## src/rtl/sinit_pkg.sv

```systemverilog
// Shared types for the S-array initialiser: pattern select and controller state.
// No logic here; SINIT_VERIFY_EN adds the VERIFY state encoding.
// Backpressure: not applicable (type definitions only).
package sinit_pkg;

   // Pattern select sampled at start; MODE_RSVD aliases the identity pattern
   typedef enum logic [1:0] {
      MODE_IDENT = 2'd0,
      MODE_REV   = 2'd1,
      MODE_FILL  = 2'd2,
      MODE_RSVD  = 2'd3
   } sinit_mode_t;

   // Controller state
   typedef enum logic [1:0] {
      ST_IDLE   = 2'd0,
      ST_WRITE  = 2'd1
`ifdef SINIT_VERIFY_EN
      ,
      ST_VERIFY = 2'd2
`endif
   } sinit_state_t;

endpackage

```

## src/rtl/sinit_valgen.sv

```systemverilog
// Pattern value generator: value(i) for identity+offset, reverse, or constant fill.
// Purely combinational, zero latency.
// Backpressure: none; output follows inputs.
module sinit_valgen
   import sinit_pkg::*;
#(
   parameter int ADDR_W = 8,
   parameter int DATA_W = 8
) (
   input  logic [ADDR_W-1:0] idx_i,
   input  sinit_mode_t       mode_i,
   input  logic [DATA_W-1:0] fill_i,
   output logic [DATA_W-1:0] val_o
);

   // DEPTH-1-i is simply the bitwise complement of i inside ADDR_W bits
   logic [ADDR_W-1:0] rev_idx;
   logic [DATA_W-1:0] idx_ext;
   logic [DATA_W-1:0] rev_ext;

   assign rev_idx = ~idx_i;

   // Bring the index into the data width: zero-extend when narrower, else truncate
   generate
      if (DATA_W > ADDR_W) begin : g_zext
         assign idx_ext = {{(DATA_W-ADDR_W){1'b0}}, idx_i};
         assign rev_ext = {{(DATA_W-ADDR_W){1'b0}}, rev_idx};
      end else begin : g_trunc
         assign idx_ext = idx_i[DATA_W-1:0];
         assign rev_ext = rev_idx[DATA_W-1:0];
      end
   endgenerate

   // Select the pattern; addition wraps modulo 2**DATA_W naturally
   always_comb begin
      val_o = idx_ext + fill_i;
      case (mode_i)
         MODE_REV:  val_o = rev_ext;
         MODE_FILL: val_o = fill_i;
         default:   val_o = idx_ext + fill_i;
      endcase
   end

endmodule

```

## src/rtl/sinit_gen.sv

```systemverilog
// S-array initialiser: writes 2**ADDR_W words, one per cycle, with a selectable pattern.
// First write one cycle after the accepted start; rdy returns DEPTH+1 cycles later (2*DEPTH+2 with SINIT_VERIFY_EN read-back).
// Backpressure: en is only accepted while rdy=1; the write stream itself never stalls.
module sinit_gen
   import sinit_pkg::*;
#(
   parameter int ADDR_W = 8,
   parameter int DATA_W = 8
) (
   input  logic              clk,
   input  logic              rst_n,
   input  logic              en,
   input  logic [1:0]        mode,
   input  logic [DATA_W-1:0] fill,
   output logic              rdy,
   output logic [ADDR_W-1:0] addr,
   output logic [DATA_W-1:0] wrdata,
   output logic              wren
`ifdef SINIT_VERIFY_EN
   ,
   input  logic [DATA_W-1:0] rddata,
   output logic              err
`endif
);

   localparam int DEPTH = 2**ADDR_W;
   // One extra counter bit so the read-back phase can count to DEPTH without wrapping
   localparam int CNT_W = ADDR_W + 1;
   localparam logic [CNT_W-1:0] LAST_IDX = CNT_W'(DEPTH - 1);

   sinit_state_t      state_q;
   logic [CNT_W-1:0]  cnt_q;
   logic [CNT_W-1:0]  cnt_inc;
   sinit_mode_t       mode_q;
   logic [DATA_W-1:0] fill_q;
   logic              rdy_q;
   logic [ADDR_W-1:0] addr_q;
   logic [DATA_W-1:0] wrdata_q;
   logic              wren_q;

   logic [ADDR_W-1:0] wr_idx_d;
   sinit_mode_t       wr_mode_d;
   logic [DATA_W-1:0] wr_fill_d;
   logic [DATA_W-1:0] wr_val;

   assign cnt_inc = cnt_q + CNT_W'(1);

   // Write-path generator input: at start use the live mode/fill for index 0 so the
   // first word is ready on the first write cycle; afterwards use the latched copy
   always_comb begin
      wr_idx_d  = cnt_inc[ADDR_W-1:0];
      wr_mode_d = mode_q;
      wr_fill_d = fill_q;
      if (state_q == ST_IDLE) begin
         wr_idx_d  = '0;
         wr_mode_d = sinit_mode_t'(mode);
         wr_fill_d = fill;
      end
   end

   sinit_valgen #(
      .ADDR_W (ADDR_W),
      .DATA_W (DATA_W)
   ) u_wr_val (
      .idx_i  (wr_idx_d),
      .mode_i (wr_mode_d),
      .fill_i (wr_fill_d),
      .val_o  (wr_val)
   );

`ifdef SINIT_VERIFY_EN
   localparam logic [CNT_W-1:0] END_IDX = CNT_W'(DEPTH);

   logic              err_q;
   logic [ADDR_W-1:0] exp_idx;
   logic [DATA_W-1:0] exp_val;
   logic              mismatch;

   // Read data arriving now belongs to the address issued one cycle earlier
   assign exp_idx  = cnt_q[ADDR_W-1:0] - ADDR_W'(1);
   assign mismatch = (cnt_q != '0) && (rddata != exp_val);

   sinit_valgen #(
      .ADDR_W (ADDR_W),
      .DATA_W (DATA_W)
   ) u_exp_val (
      .idx_i  (exp_idx),
      .mode_i (mode_q),
      .fill_i (fill_q),
      .val_o  (exp_val)
   );

   assign err = err_q;
`endif

   // Controller FSM with all outputs held in registers
   always_ff @(posedge clk or negedge rst_n) begin
      if (!rst_n) begin
         state_q  <= ST_IDLE;
         cnt_q    <= '0;
         mode_q   <= MODE_IDENT;
         fill_q   <= '0;
         rdy_q    <= 1'b1;
         addr_q   <= '0;
         wrdata_q <= '0;
         wren_q   <= 1'b0;
`ifdef SINIT_VERIFY_EN
         err_q    <= 1'b0;
`endif
      end else begin
         case (state_q)
            ST_IDLE: begin
               if (en) begin
                  mode_q   <= sinit_mode_t'(mode);
                  fill_q   <= fill;
                  cnt_q    <= '0;
                  addr_q   <= '0;
                  wrdata_q <= wr_val;
                  wren_q   <= 1'b1;
                  rdy_q    <= 1'b0;
`ifdef SINIT_VERIFY_EN
                  err_q    <= 1'b0;
`endif
                  state_q  <= ST_WRITE;
               end
            end
            ST_WRITE: begin
               if (cnt_q == LAST_IDX) begin
                  wren_q  <= 1'b0;
                  cnt_q   <= '0;
`ifdef SINIT_VERIFY_EN
                  addr_q  <= '0;
                  state_q <= ST_VERIFY;
`else
                  rdy_q   <= 1'b1;
                  state_q <= ST_IDLE;
`endif
               end else begin
                  cnt_q    <= cnt_inc;
                  addr_q   <= cnt_inc[ADDR_W-1:0];
                  wrdata_q <= wr_val;
               end
            end
`ifdef SINIT_VERIFY_EN
            ST_VERIFY: begin
               if (mismatch) begin
                  err_q <= 1'b1;
               end
               if (cnt_q == END_IDX) begin
                  rdy_q   <= 1'b1;
                  state_q <= ST_IDLE;
               end else begin
                  cnt_q <= cnt_inc;
                  // Last read address stays put during the final compare cycle
                  if (cnt_q < LAST_IDX) begin
                     addr_q <= cnt_inc[ADDR_W-1:0];
                  end
               end
            end
`endif
            default: begin
               state_q <= ST_IDLE;
            end
         endcase
      end
   end

   assign rdy    = rdy_q;
   assign addr   = addr_q;
   assign wrdata = wrdata_q;
   assign wren   = wren_q;

endmodule

```

## config.mk

```make
export PLATFORM = sky130hd
export DESIGN_NAME = sinit_gen
export DESIGN_NICKNAME = d
export VERILOG_FILES = /design/src/rtl/sinit_pkg.sv /design/src/rtl/sinit_valgen.sv /design/src/rtl/sinit_gen.sv
export SDC_FILE = /design/constraint.sdc
export NUM_CORES = 1
export LEC_CHECK = 0
export BUFFER_PORTS_ARGS = -buffer_cell sky130_fd_sc_hd__buf_2
export CORE_UTILIZATION = 40
export DETAILED_ROUTE_END_ITERATION = 10
export HOLD_SLACK_MARGIN = 0.08
export SLEW_MARGIN = 20
export SYNTH_ARGS = -nofsm -noshare
export SYNTH_HDL_FRONTEND = slang
export SYNTH_HIERARCHICAL = 1
export SYNTH_SLANG_ARGS = --single-unit
export TNS_END_PERCENT = 20
```

## constraint.sdc

```tcl
create_clock -name clk -period 7.36 [get_ports clk]
set_input_delay 1.472 -clock clk [delete_from_list [all_inputs] [get_ports clk]]
set_output_delay 1.472 -clock clk [all_outputs]
set_load 0.01 [all_outputs]
```

* Word-level counts from Yosys, hierarchy flattened
Index checks and enable logic that the tools add are counted.
** Operators by class
- Add/subtract/negate cells :: 2
- Equality and inequality tests :: 7
- Muxes and demuxes :: 22
- Bitwise gates (word level) :: 1
- Reduce and logical (&&, ||, !) cells :: 7
** Operators by type and width (number)
- 2-to-1 mux 8 bit :: 6
- one-hot mux 8 bit (2 select lines) :: 3
- 2-to-1 mux 9 bit :: 2
- one-hot mux 9 bit (2 select lines) :: 1
- adder 9 x 1 -> 9 bit, second input constant :: 1
- == test 9 x 8 -> 1 bit, second input constant :: 1
- adder 8 bit :: 1
- inverter 8 bit :: 1
- 2-to-1 mux 2 bit :: 3
- != test 2 bit, second input constant :: 3
- AND reduction 2 bit :: 3
- AND reduction 3 bit :: 2
- == test 2 x 1 -> 1 bit, second input constant :: 2
- 2-to-1 mux 1 bit :: 4
- one-hot mux 1 bit (2 select lines) :: 2
- one-hot mux 2 bit (2 select lines) :: 1
- == test 2 bit, second input constant :: 1
- zero test 2 bit :: 1
- nonzero test 2 bit :: 1
** Storage, ports and cells
- Register bits :: 39
- Input port bits :: 13

* Depth between registers and ports, before layout
Gate-level depths: netlist of the first run.
- Word-level depth :: 6
- Gate-level depth with buffers :: 12

* Modules after synthesis
The synthesis of the first run kept the hierarchy.
** Modules (own cells, without submodules)
- sinit_gen :: instances 1, cells an instance 133, area each 1729.2 µm², sequential area each 927.1 µm²
- sinit_valgen :: instances 1, cells an instance 62, area each 444.2 µm², sequential area each 0.0 µm²

* Least setup slack after synthesis of the first run
OpenSTA, ideal clock, no wires.
- Path type :: input to register
- From :: input port fill[0]
- To :: register wrdata_q[6], in the netlist wrdata[6]
- Library setup time :: 125 ps
- Data arrival time :: 3222 ps
- Required time :: 7235 ps
- Slack :: 4013 ps
- Cell stages on the path :: 9
- Buffers on the path :: 0
- Path through :: mux2_2 > ha_1 > fa_1 > a21oi_1 > o21ai_0 > a21oi_1 > xor2_1 > a21oi_1 > mux2_4
** On the way
- Longest elaborated chain between the ends :: 5
- Elaborated cells between the ends (all ways) :: 6
- Those cells by class :: add/sub (1); mux (5)
** RTL lines
- from (decl) :: RTL line sinit_gen.sv:14 : input logic [DATA_W-1:0] fill,
- 2-to-1 mux 8 bit * :: RTL line sinit_gen.sv:54 : if (state_q == ST_IDLE) begin
- adder 8 bit *
- one-hot mux 8 bit (2 select lines) * :: RTL line sinit_valgen.sv:37 : case (mode_i)
- net wr_val[6] :: RTL line sinit_gen.sv:44 : logic [DATA_W-1:0] wr_val;
- 2-to-1 mux 8 bit (on tied branches) :: RTL line sinit_gen.sv:128, sinit_gen.sv:113
- one-hot mux 8 bit (2 select lines) * :: RTL line sinit_gen.sv:111 : case (state_q)
- to (signal assigned) :: RTL line sinit_gen.sv:118 : wrdata_q <= wr_val;
- to (signal assigned) :: RTL line sinit_gen.sv:141 : wrdata_q <= wr_val;
- to (decl) :: RTL line sinit_gen.sv:38 : logic [DATA_W-1:0] wrdata_q;
The timed path passes the listed nets; every way through them passes the cells marked *. The select of a mux whose other input is x is not followed.
A chain may end at the register's enable or synchronous reset.

* Worst setup path after layout of the first run
- From :: input port fill[0]
- To :: register wrdata_q[6], in the netlist wrdata[6]
** On the way
- Longest elaborated chain between the ends :: 5
- Elaborated cells between the ends (all ways) :: 6
- Those cells by class :: add/sub (1); mux (5)
** RTL lines
- 2-to-1 mux 8 bit * :: RTL line sinit_gen.sv:54
- net wr_fill_d[0] :: RTL line sinit_gen.sv:43 : logic [DATA_W-1:0] wr_fill_d;
- adder 8 bit *
- one-hot mux 8 bit (2 select lines) * :: RTL line sinit_valgen.sv:37
- net wr_val[6] :: RTL line sinit_gen.sv:44
- 2-to-1 mux 8 bit (on tied branches) :: RTL line sinit_gen.sv:128, sinit_gen.sv:113
- one-hot mux 8 bit (2 select lines) * :: RTL line sinit_gen.sv:111
Marked as above.

==> metrics, run 1 <==
Sinks on Clock Net=37; Antenna Nets Post-Route=0; crit share post-route=45.11%; syn avg cell area=11.15 um^2; PD cells=372.6 nW/um^2; Crit Path Class=in2reg; # rows=26; library cells used by synthesis=41; crit path max-delay cell type=fa_1; Pint=0.0005707 W; initial antenna violation count=0; GRT Resource Usage Total=17.31%; Filler cells=502; Final Cell Area=2469 um^2; Syn-to-layout area delta=13.59%; GRT overflow=0; vias in the first global route=1439; first-pass GRT wire length=7148 um; Critical Path RT=7.54 ns; post-synth top area share=41.45%; largest cells by area after synthesis=dfrtp_1 (41%), mux2_2 (10%), ha_1 (5.8%); # setup viols final=0; placed cell area=2367 um^2; Initial DRC Count=80; Routed WL per cell=14.94 um; Fin. Hold Viols=0; synthesized cell area=2173 um^2; P_leak=1.222 nW; postcts setup bufs=0; CTS buffer count=5; largest net degree at the start of global routing=38; Crit path top cell by count=a21oi_1; crit path capture type=flip-flop; setup TNS=0 ns; drt first pass iters=4; vias per inst=5.153; CTS tree=built; PortBufs=30; Reg area=927.1 um^2; synth cell count leaders=dfrtp_1 (36), mux2_2 (20), a21oi_1 (14), inv_1 (14), nand2_1 (11); IR drop worst, VDD=0.1359 mV; Gate power share=46.7%; setup slack at placement=3.767 ns; area occupied by multi-input gates=1139 um^2; CTS clk-pin slew, worst paths=0.07 ns; fmax=301.2 MHz; post-layout min period=3.320 ns; Post-synth EDFFs=0; nets=247; Startpoint Class=input port; tightest hold margin=0.4823 ns; outcome=finished, final reports clean; Die W=75.71 um; # H-tree levels=2; Core ar.=5172 um^2; share of layout cells above drive strength 1=36.61%; main flop type after synthesis=dfrtp_1; DRC violations left=0; clock root cell=clkbuf_8; clk_lat worst skew=0.29 ns; max incr delay on CP=0.40 ns; switching pwr=0.0003492 W; Relative slew margins=43.88%; max-cap viol count=0; cell taking the most area after synthesis=dfrtp_1; # resized after CTS=0; clock share of power=17.2%; post-route worst setup slack=4.040 ns; most common cell in the netlist=dfrtp_1; Sw Share=37.96%; worst min path class=reg2reg; vias=1515; asr flop ratio synth=100.0%; Post-DP HPWL=3073 um; Worst Skew=0.005740 ns; CTS Buffer Depth=2; Synthesized Nets=219; Synth Warn #=6; synthesized netlist cell count=195; RSZ-0062 raised after global routing=no; IO Pins=31; die area=5732 um^2; Cell Chain, Critical Path=buf_2, mux2_2, ha_1, fa_1, a21oi_1, o21ai_0, a21oi_1, xor2_1, a21oi_1, mux2_4; Routed WL=4393 um; initial core utilization=42.02%; die height=75.71 um; CP max FO=2; Util after Layout=47.73%; placer's final routability congestion estimate=0.8061; actual transition at the worst max-transition pin=0.8417 ns; Hold-fix buffers, CTS=0; final slew viol count=0; post-synthesis sequential area ratio=42.66%; part of the power in registers=36.0%; number of diodes=0; Seq cells post-synth=37; Arr. time, crit path=3.50 ns
## stage by stage
step                cells  total power, W
finish                294       0.0009198
global route          294       0.0009946
CTS                   294       0.0009281
detailed placement    286       0.0007651
global placement      286       0.0007566
floorplan             195       0.0006526
## placed cells by master (no fill, tap or decap), types with 7 or more instances in the layout
| master | synthesis | final |
|---|---|---|
| dfrtp_1 | 36 | 36 |
| buf_2 | 2 | 30 |
| mux2_2 | 20 | 20 |
| inv_1 | 14 | 14 |
| a21oi_1 | 14 | 14 |
| nand2_1 | 11 | 11 |
| ha_1 | 10 | 10 |
| mux2_4 | 8 | 8 |
| o21ai_0 | 7 | 7 |
| xnor2_1 | 7 | 7 |
| a21o_2 | 7 | 7 |
| clkbuf_8 | 0 | 7 |
## per-layer routing
| metal | share of wire, % | wire length (um) | vias to the layer above | GRT usage [%] |
|---|---|---|---|---|
| met5 | 0 | 0 | - | 0 |
| li1 | - | - | 751 | - |
| met3 | 2.5 | 108 | 6 | 4.233 |
| met2 | 45 | 1985 | 25 | 25.60 |
| met1 | 51 | 2243 | 733 | 25.44 |
| met4 | 1.3 | 55 | 0 | 4.321 |
## sequential cells by signal (all words and copies together), names as in the netlist
name    flops
cnt_q       9
addr        8
fill_q      8
wrdata      8
mode_q      2
rdy         1
wren        1
## critical path: cells and delay by family
family          cells  cell delay, ns
mux                 2            0.54
compound gates      4            0.60
buf+inv             1            0.10
fa+ha+maj           2            0.61
xor+xnor            1            0.16
## path summary, 6_finish.rpt
path                          from        end  slack, ns  depth (start not counted)
hold reg to reg            addr[2]    addr[2]       0.48                          1
hold / removal             addr[2]    addr[2]       0.48                          1
min in group asynchronous    rst_n   cnt_q[4]       1.28                          1
setup / recovery           fill[0]  wrdata[6]       4.04                         10
max in group asynchronous    rst_n  fill_q[7]       5.55                          1
setup reg to reg              wren  wrdata[6]       4.28                          9
## cell type report
| type | instances | area share, % |
|---|---|---|
| Multi-Input combinational cell | 134 | 46.12 |
| Sequential cell | 37 | 37.56 |
| Timing Repair Buffer | 30 | 6.082 |
| Clock buffer | 7 | 3.903 |
| Tap cell | 70 | 3.548 |
| Inverter | 15 | 2.585 |
| Clock inverter | 1 | 0.2027 |
## power by group through the flow
| stage | combinational [W] | clock, W | sequential [W] |
|---|---|---|---|
| global placement | 0.000424 | 0 | 0.000333 |
| finish | 0.000430 | 0.000158 | 0.000331 |
| detailed placement | 0.000430 | 0 | 0.000335 |
| CTS | 0.000434 | 0.000163 | 0.000332 |
| global route | 0.000481 | 0.000170 | 0.000343 |
| floorplan | 0.000313 | 0 | 0.000340 |
## kinds of logic (layout without fill, tap and decap cells)
kind of cell               count (synthesis)  count (layout)  share of synthesized area, %
buffers and inverters                     24              53                         4.951
muxes                                     28              28                         15.89
and+or+nand+nor                           32              32                         8.579
adders and majority gates                 11              11                         6.678
DFF                                       37              37                         42.66
AOI/OAI and AO/OA                         52              52                         16.81
xor gates and xnor gates                  11              11                         4.433
(Power assumes the default switching activity.)
==> run 2: changes to the inputs <==
ABC_AREA = 1   (was unset)
clock period = 3.2 ns   (was 7.36 ns; I/O delays follow)
==> run 2 against run 1 <==
Against the previous run: non-clock buffer count increased by 2; hold slack lost 0.034 ns; highest routed layer unchanged; register-to-register slack got worse by 3.5 ns; core utilization shrank 0.72 points; largest power group unchanged; worst setup slack got worse by 3.3 ns; wire length grew 19%; sequential power rose by 130%; count of clock-buffer cells in the layout did not move; synthesized cell count grew 59%; global-route usage is 1.9 points higher.
==> metrics, run 2 <==
outcome=finished, final reports clean; max reg flops=9 (unchanged); CTS buffer count=5 (unchanged); vias in the first global route=1942 (+35%); Tot Pwr=0.002365 W (+160%); drt first pass iters=4 (unchanged); Critical Path RT=3.38 ns (-4.16 ns); # H-tree levels=2 (unchanged); synth cell count leaders=nand2_1 (110), dfrtp_1 (36), inv_1 (32), nand3_1 (32), o21ai_0 (29); Final Cell Area=2620 um^2 (+6.1%); first-pass GRT wire length=9183 um (+28%); number of diodes=0 (unchanged); Startpoint Class=flip-flop; PortBufs=30 (unchanged); Post-DP HPWL=3879 um (+26%); clock root cell=clkbuf_8; Worst Skew=0.006160 ns (+0.0004198 ns); IR drop worst, VDD=0.3610 mV (+170%); post-route worst setup slack=0.7738 ns (-3.266 ns); largest net degree at the start of global routing=38 (unchanged); initial core utilization=41.95% (-0.065 points); Post-synth EDFFs=0 (unchanged); syn avg cell area=7.519 um^2 (-33%); worst min path class=in2async; CTS clk-pin slew, worst paths=0.08 ns (about the same); Arr. time, crit path=2.61 ns (-0.89 ns); library cells used by synthesis=34 (-17%); nets=363 (+47%); setup slack at placement=0.7817 ns (-2.985 ns); tightest hold margin=0.4479 ns (-0.03445 ns); Synthesized Nets=335 (+53%); most frequent cells in the layout=nand2_1 (110), dfrtp_1 (36), inv_1 (32), nand3_1 (32), buf_2 (30); crit path capture type=flip-flop; asr flop ratio synth=100.0% (unchanged); CP max FO=19 (+17); Routed WL=5233 um (+19%); Reg2Reg Setup Slack=0.77 ns (-3.51 ns); crit share post-route=75.82%; most common cell in the netlist=nand2_1; post-synthesis sequential area ratio=39.65% (-3.0 points); Antenna Nets Post-Route=0 (unchanged); GRT overflow=0 (unchanged); Sinks on Clock Net=37 (unchanged); postcts setup bufs=0 (unchanged); Core ar.=5574 um^2 (+7.8%); final slew viol count=0 (unchanged); worst r2r dst=wrdata[6]; actual transition at the worst max-transition pin=0.8320 ns (-0.009709 ns); max-cap viol count=0 (unchanged); Seq cells post-synth=37 (unchanged); setup TNS=0 ns (unchanged); DRC violations left=0 (unchanged); RSZ-0062 raised after global routing=no; Reg with most FFs=cnt_q; clk_lat worst skew=0.29 ns (about the same); vias=1966 (+30%); synthesized netlist cell count=311 (+59%); placer's final routability congestion estimate=0.8911 (+11%); die height=78.46 um (+3.6%); post-layout min period=2.426 ns; Relative slew margins=44.53% (+0.65 points); # rows=27 (+3.8%); main flop type after synthesis=dfrtp_1; share of layout cells above drive strength 1=16.47% (-20 points); CTS tree=built; cell taking the most area after synthesis=dfrtp_1; synthesized cell area=2338 um^2 (+7.6%); largest cells by area after synthesis=dfrtp_1 (39%), nand2_1 (18%), nand3_1 (6.8%); die area=6156 um^2 (+7.4%); Synth Warn #=6 (unchanged); IO Pins=31 (unchanged); PD cells=902.8 nW/um^2 (+140%); FF-to-FF path depth=13 (+4); Initial DRC Count=109 (+36%); fmax=412.2 MHz; P_leak=1.415 nW (+16%); initial antenna violation count=0 (unchanged); Routed WL per cell=12.70 um (-15%); placed cell area=2504 um^2 (+5.8%); Filler cells=604 (+20%); Hold-fix buffers, CTS=0 (unchanged); # setup viols final=0 (unchanged); FF-to-FF Start=wren; Die W=78.46 um (+3.6%); Syn-to-layout area delta=12.04%; CTS Buffer Depth=2 (unchanged); Fin. Hold Viols=0 (unchanged); post-synth top area share=38.52% (-2.9 points); # resized after CTS=0 (unchanged); GRT Resource Usage Total=19.25% (+1.9 points); most common cell after layout, fill and taps aside=nand2_1; Crit Path Class=reg2reg; vias per inst=4.772 (-7.4%)
## run 2: kinds of logic after synthesis
| family | Yosys count | synth area share, % |
|---|---|---|
| buffers and inverters | 44 | 9.149 |
| flip-flops | 37 | 39.65 |
| XOR/XNOR | 2 | 1.070 |
| AO/OA/AOI/OAI | 41 | 9.364 |
| adder cells (fa/ha/maj) | 11 | 6.207 |
| AND/OR/NAND/NOR | 176 | 34.56 |
## run 2: worst max-delay path: stages (launching register included)
cell,delay (ns)
dfrtp_1,0.55
buf_4,0.28
nand2_1,0.06
o21ai_0,0.12
ha_1,0.26
fa_1,0.39
nand2_1,0.11
nand2_1,0.08
nand3b_1,0.10
nand3b_1,0.08
nand3_1,0.08
nand2_1,0.05
nand3_1,0.07
nand2_1,0.06
## run 2: report_power, final
| group | leakage, nW | switching [W] | total [W] | internal, W |
|---|---|---|---|---|
| logic | 0.895 | 0.000730 | 0.00119 | 0.000456 |
| registers | 0.461 | 0.000119 | 0.000760 | 0.000641 |
| clock network | 0.0585 | 0.000165 | 0.000419 | 0.000254 |
## run 2: area by class of cell
cell class              count  area [um^2]  share of cell area [%]
well taps                  72        90.09                   3.438
clock inverters             1        30.03                   1.146
flip-flops and latches     37        927.1                   35.39
multi-input cells         230         1197                   45.70
repair buffers             32        165.2                   6.304
inverters                  33        123.9                   4.728
clock buffers               7        86.33                   3.295
## run 2: routing by layer
layer  wire length, um  global-route usage (%)
met4                47                   5.370
met3               220                   3.605
met1              2864                   29.29
met5                 0                       0
met2              2100                   27.37
## run 2: how the worst max path moves through the flow
stage	from	endpoint	cells past startpoint
floorplan	wren	wrdata[6]	14
global placement	wren	wrdata[6]	13
detailed placement	wren	wrdata[6]	13
CTS	wren	wrdata[6]	13
global route	wren	wrdata[6]	14
finish	wren	wrdata[6]	13
## run 2: per-stage QoR
| stage | std cells | utilization (%) |
|---|---|---|
| after floorplan | 311 | - |
| after global placement | 404 | 44.92 |
| final | 412 | 47.00 |
| after detailed placement | 404 | 44.92 |
| after CTS | 412 | 47.00 |
| after global routing | 412 | 47.00 |
